--- src/rtl/riscv_pkg.sv ---
// Shared types for the RV32I pipeline: widths, the decoded control bundle and the
// packed decode->execute datapath bundle.
package riscv_pkg;

  localparam int XLEN      = 32;
  localparam int REGADDR_W = 5;

  localparam logic [1:0] RESULT_SRC_ALU = 2'b00;
  localparam logic [1:0] RESULT_SRC_MEM = 2'b01;
  localparam logic [1:0] RESULT_SRC_PC4 = 2'b10;

  typedef struct packed {
    logic [3:0] alu_ctl;
    logic [1:0] result_src;
    logic       branch;
    logic       jump;
    logic       mem_write;
    logic       alu_src;
    logic       reg_write;
  } ctrl_bundle_t;

  localparam ctrl_bundle_t CTRL_NOP = '0;

  typedef struct packed {
    logic                 valid;
    logic [XLEN-1:0]      rd1;
    logic [XLEN-1:0]      rd2;
    logic [XLEN-1:0]      pc;
    logic [XLEN-1:0]      pc_plus4;
    logic [XLEN-1:0]      imm_ext;
    logic [REGADDR_W-1:0] rs1;
    logic [REGADDR_W-1:0] rs2;
    logic [REGADDR_W-1:0] rd;
  } dp_bundle_t;

  // A slot without a real instruction must not change architectural state.
  function automatic ctrl_bundle_t gate_ctrl(input ctrl_bundle_t c, input logic valid);
    ctrl_bundle_t g;
    g = c;
    if (!valid) begin
      g.reg_write = 1'b0;
      g.mem_write = 1'b0;
      g.branch    = 1'b0;
      g.jump      = 1'b0;
    end else begin
      g = c;
    end
    return g;
  endfunction

endpackage

--- src/rtl/id_ex_stage_reg_pipe_reg.sv ---
// Generic W-bit pipeline register with synchronous clear (highest priority) and load enable.
module pipe_reg #(
  parameter int W = 8
) (
  input  logic         clk,
  input  logic         clr,
  input  logic         en,
  input  logic [W-1:0] d,
  output logic [W-1:0] q
);

  logic [W-1:0] q_r;

  // Clear beats enable so a bubble can be inserted while the stage is held.
  always_ff @(posedge clk) begin
    if (clr) begin
      q_r <= {W{1'b0}};
    end else if (en) begin
      q_r <= d;
    end else begin
      q_r <= q_r;
    end
  end

  assign q = q_r;

endmodule

--- src/rtl/id_ex_stage_reg.sv ---
// Decode->Execute pipeline register with stall/flush and valid tracking.
// Optional ID_EX_PERF_EN adds bubble_cnt / stall_cnt performance counters.
module id_ex_stage_reg
  import riscv_pkg::*;
(
  input  logic                 clk,
  input  logic                 rst,
  input  logic                 stall_e,
  input  logic                 flush_e,
  input  logic                 valid_d,
  input  logic [3:0]           alu_ctl_d,
  input  logic [1:0]           result_src_d,
  input  logic                 branch_d,
  input  logic                 jump_d,
  input  logic                 mem_write_d,
  input  logic                 alu_src_d,
  input  logic                 reg_write_d,
  input  logic [XLEN-1:0]      rd1_d,
  input  logic [XLEN-1:0]      rd2_d,
  input  logic [XLEN-1:0]      pc_d,
  input  logic [XLEN-1:0]      pc_plus4_d,
  input  logic [XLEN-1:0]      imm_ext_d,
  input  logic [REGADDR_W-1:0] rs1_d,
  input  logic [REGADDR_W-1:0] rs2_d,
  input  logic [REGADDR_W-1:0] rd_d,
  output logic                 valid_e,
  output logic [3:0]           alu_ctl_e,
  output logic [1:0]           result_src_e,
  output logic                 branch_e,
  output logic                 jump_e,
  output logic                 mem_write_e,
  output logic                 alu_src_e,
  output logic                 reg_write_e,
  output logic [XLEN-1:0]      rd1_e,
  output logic [XLEN-1:0]      rd2_e,
  output logic [XLEN-1:0]      pc_e,
  output logic [XLEN-1:0]      pc_plus4_e,
  output logic [XLEN-1:0]      imm_ext_e,
  output logic [REGADDR_W-1:0] rs1_e,
  output logic [REGADDR_W-1:0] rs2_e,
  output logic [REGADDR_W-1:0] rd_e
`ifdef ID_EX_PERF_EN
  ,
  output logic [31:0]          bubble_cnt,
  output logic [31:0]          stall_cnt
`endif
);

  ctrl_bundle_t ctrl_raw_s;
  ctrl_bundle_t ctrl_d_s;
  ctrl_bundle_t ctrl_e_s;
  dp_bundle_t   dp_d_s;
  dp_bundle_t   dp_e_s;
  logic         clr_s;
  logic         en_s;

  // Reset and flush both produce the all-zero NOP bubble.
  assign clr_s = rst | flush_e;
  assign en_s  = ~stall_e;

  assign ctrl_raw_s = '{alu_ctl: alu_ctl_d, result_src: result_src_d, branch: branch_d,
                        jump: jump_d, mem_write: mem_write_d, alu_src: alu_src_d,
                        reg_write: reg_write_d};
  assign ctrl_d_s   = gate_ctrl(ctrl_raw_s, valid_d);

  assign dp_d_s = '{valid: valid_d, rd1: rd1_d, rd2: rd2_d, pc: pc_d, pc_plus4: pc_plus4_d,
                    imm_ext: imm_ext_d, rs1: rs1_d, rs2: rs2_d, rd: rd_d};

  pipe_reg #(.W($bits(ctrl_bundle_t))) u_ctrl_reg (
    .clk (clk),
    .clr (clr_s),
    .en  (en_s),
    .d   (ctrl_d_s),
    .q   (ctrl_e_s)
  );

  pipe_reg #(.W($bits(dp_bundle_t))) u_dp_reg (
    .clk (clk),
    .clr (clr_s),
    .en  (en_s),
    .d   (dp_d_s),
    .q   (dp_e_s)
  );

  assign alu_ctl_e    = ctrl_e_s.alu_ctl;
  assign result_src_e = ctrl_e_s.result_src;
  assign branch_e     = ctrl_e_s.branch;
  assign jump_e       = ctrl_e_s.jump;
  assign mem_write_e  = ctrl_e_s.mem_write;
  assign alu_src_e    = ctrl_e_s.alu_src;
  assign reg_write_e  = ctrl_e_s.reg_write;

  assign valid_e    = dp_e_s.valid;
  assign rd1_e      = dp_e_s.rd1;
  assign rd2_e      = dp_e_s.rd2;
  assign pc_e       = dp_e_s.pc;
  assign pc_plus4_e = dp_e_s.pc_plus4;
  assign imm_ext_e  = dp_e_s.imm_ext;
  assign rs1_e      = dp_e_s.rs1;
  assign rs2_e      = dp_e_s.rs2;
  assign rd_e       = dp_e_s.rd;

`ifdef ID_EX_PERF_EN
  logic [31:0] bubble_cnt_r;
  logic [31:0] stall_cnt_r;

  // A cycle that is both flushed and stalled counts only as a bubble; both wrap silently.
  always_ff @(posedge clk) begin
    if (rst) begin
      bubble_cnt_r <= 32'd0;
      stall_cnt_r  <= 32'd0;
    end else if (flush_e) begin
      bubble_cnt_r <= bubble_cnt_r + 32'd1;
      stall_cnt_r  <= stall_cnt_r;
    end else if (stall_e) begin
      bubble_cnt_r <= bubble_cnt_r;
      stall_cnt_r  <= stall_cnt_r + 32'd1;
    end else begin
      bubble_cnt_r <= bubble_cnt_r;
      stall_cnt_r  <= stall_cnt_r;
    end
  end

  assign bubble_cnt = bubble_cnt_r;
  assign stall_cnt  = stall_cnt_r;
`endif

endmodule

--- config.mk ---
export PLATFORM = sky130hd
export DESIGN_NAME = id_ex_stage_reg
export DESIGN_NICKNAME = d
export VERILOG_FILES = /design/src/rtl/riscv_pkg.sv /design/src/rtl/id_ex_stage_reg_pipe_reg.sv /design/src/rtl/id_ex_stage_reg.sv
export SDC_FILE = /design/constraint.sdc
export NUM_CORES = 1
export LEC_CHECK = 0
export CORE_MARGIN = 8
export CORE_UTILIZATION = 40
export CTS_BUF_LIST = sky130_fd_sc_hd__clkbuf_4
export DETAILED_ROUTE_END_ITERATION = 16
export GPL_TIMING_DRIVEN = 0
export HOLD_SLACK_MARGIN = 0.02
export PLACE_DENSITY = 0.92
export SYNTH_ARGS = -nofsm -noshare
export SYNTH_HDL_FRONTEND = slang
export SYNTH_SLANG_ARGS = --single-unit
--- constraint.sdc ---
create_clock -name clk -period 1.2 [get_ports clk]
set_input_delay 0.24 -clock clk [delete_from_list [all_inputs] [get_ports clk]]
set_output_delay 0.24 -clock clk [all_outputs]
set_load 0.005 [all_outputs]
## After elaboration in Yosys (flattened, before gate mapping)

Index checks and enable logic that the tools add are counted.
W data, S select, Z words.

- Logic and storage cells: 5
- Flip-flop bits (word level): 187
- Input port bits: 191
- Output and inout bits: 187

- Multiplexer cells: 2
- Bitwise logic cells: 1

Operator list:

| kind | count |
|---|---|
| $mux W3 | 1 |
| $mux W1 | 1 |
| $or A1 B1 Y1 | 1 |

## Longest topological paths before layout

- Word-level depth: 1
- Depth in mapped cells: 5
- Mapped depth without buffers: 2

## By module

Synthesis repeated with hierarchy kept, for this count alone.

- Cell total of the unflattened synthesis: 609
- Area, all modules: 6732.7 um2

By module, submodules not included:

| module | cells an instance | sequential area each (um2) | area an instance (um2) | instances |
|---|---|---|---|---|
| pipe_reg at u_dp_reg | 568 | 3523.4 | 6311.1 | 1 |
| pipe_reg at u_ctrl_reg | 35 | 220.2 | 386.6 | 1 |
| id_ex_stage_reg | 6 | 0.0 | 35.0 | 1 |

## Worst setup path before layout

OpenSTA, ideal clock, no wires.

- Path kind: in2reg
- Start: input flush_e
- End: register u_dp_reg.q_r[48] (netlist: u_dp_reg.q[48])
- Slack: 0.194 ns
- Path buffers: 3
- Cell stages on the path: 5
- Data arrival time: 0.942 ns
- Required time: 1.136 ns
- Library setup time: 0.064 ns
- Cells stage by stage: or2_1 > buf_6 > buf_12 > buf_8 > nor2_1

- Cells in the longest elaborated chain, start to end: 1

RTL lines:

| what | RTL line | source |
|---|---|---|
| start, declared | id_ex_stage_reg.sv:9 | `input logic flush_e,` |
| $or A1 B1 Y1 | id_ex_stage_reg.sv:58 | `assign clr_s = rst \| flush_e;` |
| end signal, assigned | id_ex_stage_reg_pipe_reg.sv:17 | `q_r <= {W{1'b0}};` |
| end signal, assigned | id_ex_stage_reg_pipe_reg.sv:21 | `q_r <= q_r;` |
| end, declared | id_ex_stage_reg_pipe_reg.sv:12 | `logic [W-1:0] q_r;` |

No other way between the ends.
A chain may end at the register's enable or synchronous reset.

## Worst setup path after layout

- Start: register u_dp_reg.q_r[5] (netlist: u_dp_reg.q[5])
- End: output rs2_e[0]

RTL lines:

| what | RTL line | source |
|---|---|---|
| end, declared | id_ex_stage_reg.sv:40 | `output logic [REGADDR_W-1:0] rs2_e,` |

No word-level cell between the ends.

==> reports/results.ini <==
[power_and_ir_drop]
irDropWorstVdd_mv = 0.710
total_power_density_per_cell_area_nw_per_um2 = 1060
share_of_total_power_in_sequential_cells = 0.534
power.share.clock = 0.301
power.internal_mw = 9.27
design_power_total_mw = 12.3
power.leakage_nw = 5.36
combPwrFrac = 0.165
sw_frac_of_total = 0.249
power.net_switching_mw = 3.07

[setup_path]
crit_path_start_kind = flip-flop
critical_path.cell_chain = buf_6
reg2reg_depth = 4
regToRegSetupSlack_ns = 0.24
slowest_stage = dfxtp_2
endpoint_kind = primary output
crit_buf_inv = 1
cp_slowest_stage_delay_ns = 0.39
r2r_start = u_dp_reg.q[77]
path_class = reg -> out
worstPathMaxFanout = 2
cpLargestDelayFamily = flip-flops
timing.rr.end = u_dp_reg.q[77]
cp.arrival_ns = 1.04
cp_required_ns = 0.96
worstSetupPathDepth = 1

[status]
violations = negative setup slack
run_status = complete, but fails checks

[synthesis]
postSynth.topFlopCell = dfxtp_1
synth_warnings = 0
syn_nets = 799
synth.largest_area_cell = dfxtp_1
synth_sequential_area_ratio = 0.558
ys_async_sr_fraction = 0
ys_seq_elements = 187
netlist_instances = 608
synth_enable_flop_cells = 0
ys_types = 13
cell_area_after_synthesis_um2 = 6710
syn-mean-instance-area_um2 = 11.0
synth.top_cell.area_share = 0.558
synth_commonest_cells = dfxtp_1 (187), mux2i_1 (183), nor2_1 (183)
synth_most_common_cell = dfxtp_1
netlist_top_cells_area = dfxtp_1 (56%), mux2i_1 (27%), nor2_1 (10%)

[layout]
postLayoutCoreUtil = 0.706
layout-drive-gt1-share = 0.453
synthToLayoutAreaGrowth_pct = 73.4
fin_nets = 1228

[sta]
finalMaxSlewViolations = 0
finalHoldViolCount = 0
clock_tree_skew_after_final_layout_ns = 0
clock.fmax_ghz = 0.781
tightest_slew_ns = 0.536
grt_setup_unrepaired = yes
post-route-period-util = 1.07
setup_ws_ns = -0.0809
finalSetupViolCount = 187
worst_slew_margin_rel = 0.643
period_needed_ns = 1.28

[drt]
detail_route.vias_per_cell = 4.75
detail_route.drc_violations = 0
dr.first_iter.drc_count = 168
routed_wl_um = 24500
vias = 6031
final_antenna_net_count = 0
wl_per_cell_um = 19.3
detail_route.first_pass.iterations = 4

[place]
routabilityCongestion = 0.775
port-buffer-count = 376
place_hpwl_um = 18100

[die]
die_width_um = 145
fp.dieArea_um2 = 21200
placement_rows = 47
initial_core_util = 0.407
boundaryPins = 378
floorplan.die.height_um = 145
floorplan.core_area_um2 = 16500

[global_routing]
grt_antenna_before_repair = 1
globalRouteTotalUtil = 0.217
grt_residual_overflow = 0
largest_net_degree_at_the_start_of_global_routing = 17
global_route_wire_length_before_repair_um = 35800
grt_pass1_vias = 6316

[clock_network]
clkTransAtPathRegs_ns = 0.16
tritoncts = built
number_of_buffers_created_by_cts = 17
holdBufCountCts = 0
clock_tree.buffer_depth = 2
h-tree-depth = 4
root_buffer = clkbuf_4
tritoncts_num_sinks = 187
worst_skew_late_latency_ns = 0.52

[worst_hold_path]
hold_path.startpoint = stall_e
holdPathStages = 3
min_to = u_ctrl_reg.q[0]
hold_path_class = in -> reg

[run]
max_cap_viol_count = 0

how the worst max path moves through the flow:
stage / end / from / slack (ns)
after global routing: pc_e[7] / u_dp_reg.q[86] / -0.16
after detailed placement: u_dp_reg.q[42] / rst / -0.51
after floorplan: u_dp_reg.q[48] / flush_e / 0.19
after CTS: pc_e[7] / u_dp_reg.q[86] / -0.14
final: rs2_e[0] / u_dp_reg.q[5] / -0.08
after global placement: u_dp_reg.q[4] / rst / -0.47
cell type report:
type	count	area, um2
Buffer	42	373
Multi-Input combinational cell	379	2590
Timing Repair Buffer	410	4100
Sequential cell	187	3980
Antenna cell	1	2.50
Tap cell	220	275
Clock inverter	13	163
Fill cell	1095	4840
Clock buffer	19	143
routing by layer:
| metal | GRT usage | part of all wire |
|---|---|---|
| met1 | 0.211 | 0.36 |
| met5 | 0 | 0 |
| met4 | 0.111 | 0.048 |
| met2 | 0.392 | 0.51 |
| met3 | 0.0849 | 0.084 |
kinds of logic after synthesis:
kind of cell	count (synthesis)	synth area share
buffers and inverters	42	0.0556
AOI/OAI and AO/OA	4	0.00299
and+or+nand+nor	192	0.110
DFF	187	0.558
muxes	183	0.273
power groups by stage:
stage | logic [mW] | registers (mW) | clock network [mW]
floorplan | 0.727 | 6.66 | 0
global placement | 1.93 | 6.64 | 0
detailed placement | 1.96 | 6.65 | 0
CTS | 1.95 | 6.58 | 3.80
global route | 2.17 | 6.61 | 4.07
finish | 2.03 | 6.59 | 3.72
registers in the layout, indices dropped and copies added, names as in the netlist:
name          cells
u_dp_reg.q      176
u_ctrl_reg.q     11
cell usage in the layout (no fill, tap or decap):
| cell | n |
|---|---|
| clkinv_1 | 1 |
| clkinv_2 | 2 |
| a21oi_1 | 4 |
| dfxtp_2 | 187 |
| buf_4 | 43 |
| buf_2 | 36 |
| mux2i_1 | 183 |
| nor2_1 | 183 |
| inv_6 | 4 |
| bufinv_16 | 3 |
| clkbuf_4 | 19 |
| nand3b_1 | 4 |
| diode_2 | 1 |
| clkbuf_1 | 5 |
| buf_12 | 1 |
| nand2_1 | 4 |
| clkdlybuf4s50_1 | 189 |
| buf_8 | 10 |
| buf_6 | 168 |
| clkinvlp_4 | 2 |
| or2_1 | 1 |
| clkinv_4 | 1 |
timing repair:
action | CTS | global route
setup endpoints to repair | 187 | 187
endpoints found under the hold margin | 0 | 0
setup buffers | 14 | 20
resized for setup | 1065 | 34
per-stage QoR:
step	hold slack, ns	std cells	setup slack (ns)	area [um2]	setup TNS [ns]
after floorplan	0.384	608	0.194	6710	0
after global placement	0.448	1204	-0.471	10700	-64.14
after detailed placement	0.458	1204	-0.513	10700	-68.22
after CTS	0.0849	1250	-0.139	11300	-19.90
after global routing	0.125	1271	-0.159	11600	-22.90
final	0.157	1271	-0.0809	11600	-8.05
No activity file was read; power rests on OpenSTA's default activity.
